==> src/rtl/peak_finder.sv <==
// Peak finder for a signed filter-output stream.
// Detects excursions strictly above a trigger level, tracks the maximum sample
// and its timestamp, and reports amplitude, time, width and a pile-up flag
// one cycle after the event terminates. A dead-time and a re-arm condition
// stop the tail of one pulse from being reported as a new event.
module peak_finder #(
  parameter int DATA_W    = 16,
  parameter int TIME_W    = 16,
  parameter int WIDTH_W   = 8,
  parameter int HOLDOFF   = 8,
  parameter int MAX_WIDTH = 200
) (
  input  logic                     clk,
  input  logic                     reset,
  input  logic signed [DATA_W-1:0] input_data,
  input  logic signed [DATA_W-1:0] threshold,
  output logic                     peak_valid,
  output logic signed [DATA_W-1:0] peak_amp,
  output logic [TIME_W-1:0]        peak_time,
  output logic [WIDTH_W-1:0]       peak_width,
  output logic                     pileup,
  output logic [15:0]              event_count
);

  // Pile-up limit expressed in the width counter's own width.
  localparam logic [WIDTH_W-1:0] MAX_W = WIDTH_W'(MAX_WIDTH);

  // Dead-time counter counts HOLDOFF-1 down to 0, giving HOLDOFF cycles.
  localparam int                 HOLD_CW   = (HOLDOFF > 1) ? $clog2(HOLDOFF) : 1;
  localparam logic [HOLD_CW-1:0] HOLD_LOAD = (HOLDOFF > 0) ? HOLD_CW'(HOLDOFF - 1) : '0;

  typedef enum logic [1:0] {
    ST_IDLE,
    ST_ARMED,
    ST_HOLDOFF,
    ST_REARM
  } state_t;

  // With no dead-time a report goes straight to waiting for a sub-threshold sample.
  localparam state_t POST_REPORT = (HOLDOFF > 0) ? ST_HOLDOFF : ST_REARM;

  state_t                     state;
  state_t                     state_next;

  logic [TIME_W-1:0]          ts;
  logic signed [DATA_W-1:0]   thr_l;
  logic signed [DATA_W-1:0]   cur_max;
  logic [TIME_W-1:0]          cur_tmax;
  logic [WIDTH_W-1:0]         cur_width;
  logic [HOLD_CW-1:0]         hold_cnt;

  // Event summary including the sample of the current cycle.
  logic signed [DATA_W-1:0]   ev_max;
  logic [TIME_W-1:0]          ev_tmax;
  logic [WIDTH_W-1:0]         ev_width;
  logic                       ev_load;
  logic                       report;
  logic                       report_pile;

  logic                       above_live;
  logic                       above_lat;

  // Both operands are signed, so these are two's-complement comparisons.
  assign above_live = input_data > threshold;
  assign above_lat  = input_data > thr_l;

  // State register.
  // NOTE: sequential state uses non-blocking assignments so every register
  // samples the pre-edge values of its sources, independent of block order.
  always_ff @(posedge clk) begin
    if (reset) begin
      state <= ST_IDLE;
    end else begin
      state <= state_next;
    end
  end

  // Next-state decode plus the running event summary for this cycle's sample.
  // NOTE: every signal written here gets a default first; a path that leaves
  // one unassigned would infer a latch.
  always_comb begin
    state_next  = state;
    ev_max      = cur_max;
    ev_tmax     = cur_tmax;
    ev_width    = cur_width;
    ev_load     = 1'b0;
    report      = 1'b0;
    report_pile = 1'b0;

    case (state)
      ST_IDLE: begin
        if (above_live) begin
          ev_max   = input_data;
          ev_tmax  = ts;
          ev_width = WIDTH_W'(1);
          if (ev_width == MAX_W) begin
            // A limit of one sample terminates the event on its first sample.
            report      = 1'b1;
            report_pile = 1'b1;
            state_next  = POST_REPORT;
          end else begin
            ev_load    = 1'b1;
            state_next = ST_ARMED;
          end
        end
      end

      ST_ARMED: begin
        if (above_lat) begin
          ev_width = cur_width + WIDTH_W'(1);
          // Strict compare: on a plateau the earliest sample keeps the time.
          if (input_data > cur_max) begin
            ev_max  = input_data;
            ev_tmax = ts;
          end
          if (ev_width == MAX_W) begin
            report      = 1'b1;
            report_pile = 1'b1;
            state_next  = POST_REPORT;
          end else begin
            ev_load = 1'b1;
          end
        end else begin
          // The terminating sample is not part of the event.
          report     = 1'b1;
          state_next = POST_REPORT;
        end
      end

      ST_HOLDOFF: begin
        if (hold_cnt == '0) begin
          state_next = ST_REARM;
        end
      end

      ST_REARM: begin
        // Re-arm on the live threshold so a new event needs a clean rising edge.
        if (!above_live) begin
          state_next = ST_IDLE;
        end
      end

      default: begin
        state_next = ST_IDLE;
      end
    endcase
  end

  // Free-running timestamp; the sample of a cycle carries that cycle's value.
  always_ff @(posedge clk) begin
    if (reset) begin
      ts <= '0;
    end else begin
      ts <= ts + TIME_W'(1);
    end
  end

  // Event tracking registers; the threshold is frozen while an event is open.
  always_ff @(posedge clk) begin
    if (reset) begin
      thr_l     <= '0;
      cur_max   <= '0;
      cur_tmax  <= '0;
      cur_width <= '0;
    end else begin
      if (state == ST_IDLE) begin
        thr_l <= threshold;
      end
      if (ev_load) begin
        cur_max   <= ev_max;
        cur_tmax  <= ev_tmax;
        cur_width <= ev_width;
      end
    end
  end

  // Dead-time counter, loaded on every report and run down in HOLDOFF.
  always_ff @(posedge clk) begin
    if (reset) begin
      hold_cnt <= '0;
    end else if (report) begin
      hold_cnt <= HOLD_LOAD;
    end else if (state == ST_HOLDOFF && hold_cnt != '0) begin
      hold_cnt <= hold_cnt - HOLD_CW'(1);
    end
  end

  // Result registers: one-cycle valid strobe, values held until the next report.
  always_ff @(posedge clk) begin
    if (reset) begin
      peak_valid  <= 1'b0;
      peak_amp    <= '0;
      peak_time   <= '0;
      peak_width  <= '0;
      pileup      <= 1'b0;
      event_count <= '0;
    end else begin
      peak_valid <= report;
      if (report) begin
        peak_amp    <= ev_max;
        peak_time   <= ev_tmax;
        peak_width  <= ev_width;
        pileup      <= report_pile;
        event_count <= event_count + 16'd1;
      end
    end
  end

endmodule

==> config.mk <==
export PLATFORM = sky130hd
export DESIGN_NAME = peak_finder
export DESIGN_NICKNAME = d
export VERILOG_FILES = /design/src/rtl/peak_finder.sv
export SDC_FILE = /design/constraint.sdc
export NUM_CORES = 1
export LEC_CHECK = 0
export ABC_AREA = 1
export CAP_MARGIN = 20
export CORE_MARGIN = 5
export CORE_UTILIZATION = 40
export DETAILED_ROUTE_END_ITERATION = 16
export GPL_TIMING_DRIVEN = 1
export HOLD_SLACK_MARGIN = 0.12
export MAX_ROUTING_LAYER = met4
export PLACE_DENSITY_LB_ADDON = 0.25
export SETUP_SLACK_MARGIN = 0.1
export SYNTH_ARGS = -nofsm -noshare
export SYNTH_HDL_FRONTEND = slang
export SYNTH_SLANG_ARGS = --single-unit
==> constraint.sdc <==
create_clock -name clk -period 6.4 [get_ports clk]
set_input_delay 0.96 -clock clk [delete_from_list [all_inputs] [get_ports clk]]
set_output_delay 0.96 -clock clk [all_outputs]
set_load 0.01 [all_outputs]
Yosys cells after proc, flatten, opt, wreduce, memory -nomap -nowiden
Index checks and enable logic that the tools add are counted.

word-level totals
  bits in writable memories = 0
  output and inout port bits = 58
  input port bits = 34
  flip-flop bits (word level) = 135
  word-level logic and storage cells = 62
  bits in latches = 0
  memory bits (read-only) = 0
  memories kept = 0

operators by class
  bitwise logic cells = 0
  shift-type cells = 0
  magnitude comparators = 3
  add/subtract/negate cells = 4
  muxes and demuxes = 28
  multiply operators = 0
  reductions and logical operators = 6
  divide/modulo/power cells = 0
  equality and inequality tests = 8

operators by type and width
  operator                                             number
  2-to-1 mux 16 bit                                    6
  one-hot mux 16 bit (2 select lines)                  2
  greater-than comparator 16 bit                       3
  adder 16 x 1 -> 16 bit, second input constant        2
  2-to-1 mux 8 bit                                     2
  one-hot mux 8 bit (2 select lines)                   1
  2-to-1 mux 2 bit                                     5
  adder 8 x 1 -> 8 bit, second input constant          1
  equality test 8 bit, second input constant           1
  2-to-1 mux 1 bit                                     8
  one-hot mux 2 bit (4 select lines)                   1
  2-to-1 mux 3 bit                                     2
  != test 2 bit, second input constant                 3
  equality test 2 bit, second input constant           2
  AND reduction 4 bit                                  1
  zero test 3 bit                                      1
  != test 3 bit, second input constant                 1
  nonzero test 3 bit                                   1
  subtractor 3 x 1 -> 3 bit, second input constant     1
  equality test 2 x 1 -> 1 bit, second input constant  1
  zero test 2 bit                                      1
  one-hot mux 1 bit (2 select lines)                   1
  nonzero test 2 bit                                   1
  logical AND 1 bit                                    1

Logic depth before layout (Yosys ltp)
  word-level depth = 6
  mapped depth = 22

Worst setup path before layout
No wires, ideal clock.

  path kind = in2reg
  start = in input_data[15]
  end = reg peak_width[0]
  buffers on the path = 1
  data arrival time = 2.617 ns
  setup time = 0.114 ns
  required time = 6.286 ns
  slack = 3.669 ns
  stages on the path = 13
  cells stage by stage = ha_1 -> a21oi_1 -> o21ai_0 -> a21oi_1 -> nand2_1 -> nand2_1 -> nand3_2 -> nand2_1 -> nand2_2 -> buf_4 -> o21ai_0 -> o21bai_1 -> inv_1

on the way
  word-level cells in the longest chain between the ends = 3

ends and longest elaborated chain
  item                                                                           RTL line  RTL
  start: declaration                                                             15        input logic signed [DATA_W-1:0] input_data,
  greater-than comparator 16 bit (on tied branches)                              65, 64
  2-to-1 mux 8 bit, or another cell as far along                                 109       if (above_lat) begin
  one-hot mux 8 bit (2 select lines) / 2-to-1 mux 1 bit (equally long branches)  90        case (state)
  end signal: assignment                                                         202       peak_width <= ev_width;
  end: declaration                                                               20        output logic [WIDTH_W-1:0] peak_width,

Several ways; a longest one is shown, not always the timed one.
A chain may end at the register's enable or synchronous reset.

Final worst setup path
  start = in input_data[15]
  end = reg peak_width[2]

Same word-level chain as after synthesis.

==> results.ini <==
[timing]
hold_viol = 0
fin_worst_skew_ns = 0.00625
tightest_slew_ns = 0.966
clock.fmax_ghz = 0.247
fin_crit_ns = 4.05
finalCritPeriodShare_pct = 63.2
final.setup.tns_ns = 0
maxSlewViolCount = 0
finalSetupViolations = 0
setup_ws_ns = 2.35
relSlewSlack_pct = 35.4
grt_setup_unrepaired = false

[clocking]
cts_buffer_depth = 2
cts_sinks = 135
postCtsSetupBuffers = 0
numCtsBuffers = 17
root_buffer = clkbuf_16
insertion_delay_ns = 0.42
cts_tree = done
ctsHoldBuffers = 0
path_clk_slew_ns = 0.06
cts.htree.levels = 4
cts_resized = 0

[placement]
placed_cells = 1534
placed_cell_area_um2 = 8950
dp_hpwl_um = 12800
place.gp.congestion = 0.817
dpl_worst_slack_ns = 1.92
portBuffers = 91

[global_routing]
grt_max_degree = 94
grt_pass1_wl_um = 31600
antenna_found_initial = 0
grt-ovfl-total = 0
grt_pass1_vias = 6851
globalRouteTotalUtil_pct = 17.6

[synthesis]
ys_ff_latch = 135
synth-main-ff-cell = dfxtp_1
yosysSeqAreaShare_pct = 34.4
synth_edf_count = 0
synth_cell_types = 35
synth_top_area_cell = dfxtp_1
async_flop_share_pct = 0
yosys_warnings = 0
synth_fp_nets = 1309
netlist_top_cells_area = dfxtp_1, inv_1, nand2_1, ha_1, nand3_1
yosysTopAreaCellShare_pct = 34.4
netlist_instances = 1218
synth_area_per_cell_um2 = 6.46
syn_area_um2 = 7870

[run_status]
status = complete, no violations

[setup_path]
crit_end = peak_width[2]
startpoint = input_data[15]
worst-path-stages = 14
cpMaxStageDelayCell = nand2_2
cp-start-kind = input port
r2r_slack_ns = 3.07
endpoint_kind = register
crit_buf_inv = 3
path_cells = clkdlybuf4s50_1 -> ha_1 -> nand2_1 -> nor3_2 -> nand2_1 -> nand2_1 -> nand2_1 -> nand3_2 -> nand2_1 -> nand2_2 -> buf_4 -> nand3_1 -> nand2_1 -> inv_1
reg2reg_to = peak_width[2]
ff2ff_path_depth = 14
path_common_cell = nand2_1
slowest_delay_ns = 0.72
r2r_start = thr_l[15]
crit_type = input port to register
cp_top_family = simple AND/OR/NAND/NOR gates
worst-path-max-fanout = 54
required_ns = 6.72
arrival_ns = 4.37

[detailed_routing]
drc = 0
first_iter_violations = 386
viasPerCell = 4.64
dr.pass1.iters = 5
wirelength_um = 18500
vias = 7260
routedWlPerCell_um = 11.8
ant_nets = 0

[floorplanning]
dieHeight_um = 150
dieArea_um2 = 22600
core_area_um2 = 19400
chipWidth_um = 150
start_util_pct = 40.6
placementRows = 51
ios = 92

[min_path]
hold_path_class = register to register
min_path_cells = 1

[finish]
n_antenna_cell = 0
drive_gt1_share_pct = 4.00
design_area_um2 = 9540
nets = 1379
areaGrowthSynthToFinish_pct = 21.2
final_cell_count_no_fill = 1566

[power]
irDropWorstVdd_mv = 0.212
fin_total_pwr_mw = 3.95
cellLeakagePower_nw = 4.91
powerDensity_nw_per_um2 = 414

[run]
cap_violations = 0

==> logic make-up (layout without fill, tap and decap cells) <==
logic type      count (synthesis)  after routing  synth area share (%)
compound gates                190            190                  12.5
xor+xnor                       11             11                  1.22
fa+ha+maj                      57             57                  9.06
flops                         135            135                  34.4
buf+inv                       321            404                  15.9
simple gates                  504            504                  26.9
==> Yosys cell counts (all sizes together), types with 3 or more instances <==
| master | count |
|---|---|
| o21ai | 116 |
| nand2 | 277 |
| buf | 22 |
| a21oi | 60 |
| nor3 | 17 |
| inv | 273 |
| o21bai | 6 |
| nor4 | 3 |
| clkbuf | 25 |
| dfxtp | 135 |
| xor2 | 8 |
| nor2 | 100 |
| ha | 57 |
| nand3 | 101 |
| nand4 | 6 |
| xnor2 | 3 |
==> layout by cell type, fill, tap and decap left out, types with 15 or more instances in the layout <==
master	instances
o21ai_0	91
dfxtp_1	135
clkdlybuf4s50_1	91
nand2_1	272
ha_1	57
a21oi_1	60
inv_1	272
nor3_1	15
nor2_1	97
clkbuf_16	17
nand3_1	99
o21ai_1	25
==> final cells by class <==
class                           instances  area (um2)
Clock inverter                          8        95.1
Clock buffer                           24         492
Sequential cell                       135        2700
Tap cell                              265         332
Timing Repair Buffer                   98         971
Multi-Input combinational cell        762        3920
Inverter                              274        1030
Fill cell                            2004        9860
==> power breakdown <==
group          internal, mW  switching (mW)  total, mW  leakage, nW
Clock                 0.612           0.367      0.979        0.286
Sequential             1.10           0.157       1.26         1.11
Combinational         0.647            1.06       1.71         3.52
==> stage by stage <==
stage,hold WS [ns],util (%)
after detailed placement,0.457,46.1
final,0.466,49.2
after global routing,0.503,49.2
after global placement,0.454,46.1
after CTS,0.470,49.2
after floorplan,0.430,-
==> state kept, by name, indices dropped and copies added, names as in the netlist <==
register	count
cur_max	16
cur_tmax	16
event_count	16
peak_amp	16
peak_time	16
thr_l	16
ts	16
cur_width	8
peak_width	8
hold_cnt	3
state	2
peak_valid	1
pileup	1
==> layer usage <==
layer	track usage, %	vias up	routed length (um)
met3	3.82	30	757
met5	-	-	0
met2	27.6	132	8240
met4	6.31	0	377
met1	22.4	3192	9170
li1	-	3906	-
==> worst min-delay path by stage <==
stage           from    end
3_3_place_gp   ts[0]  ts[0]
2_1_floorplan  ts[0]  ts[0]
6_report       ts[0]  ts[0]
3_5_place_dp   ts[0]  ts[0]
4_1_cts        ts[0]  ts[0]
5_1_grt        ts[0]  ts[0]
Note: power is estimated with default switching activity, not from simulation.
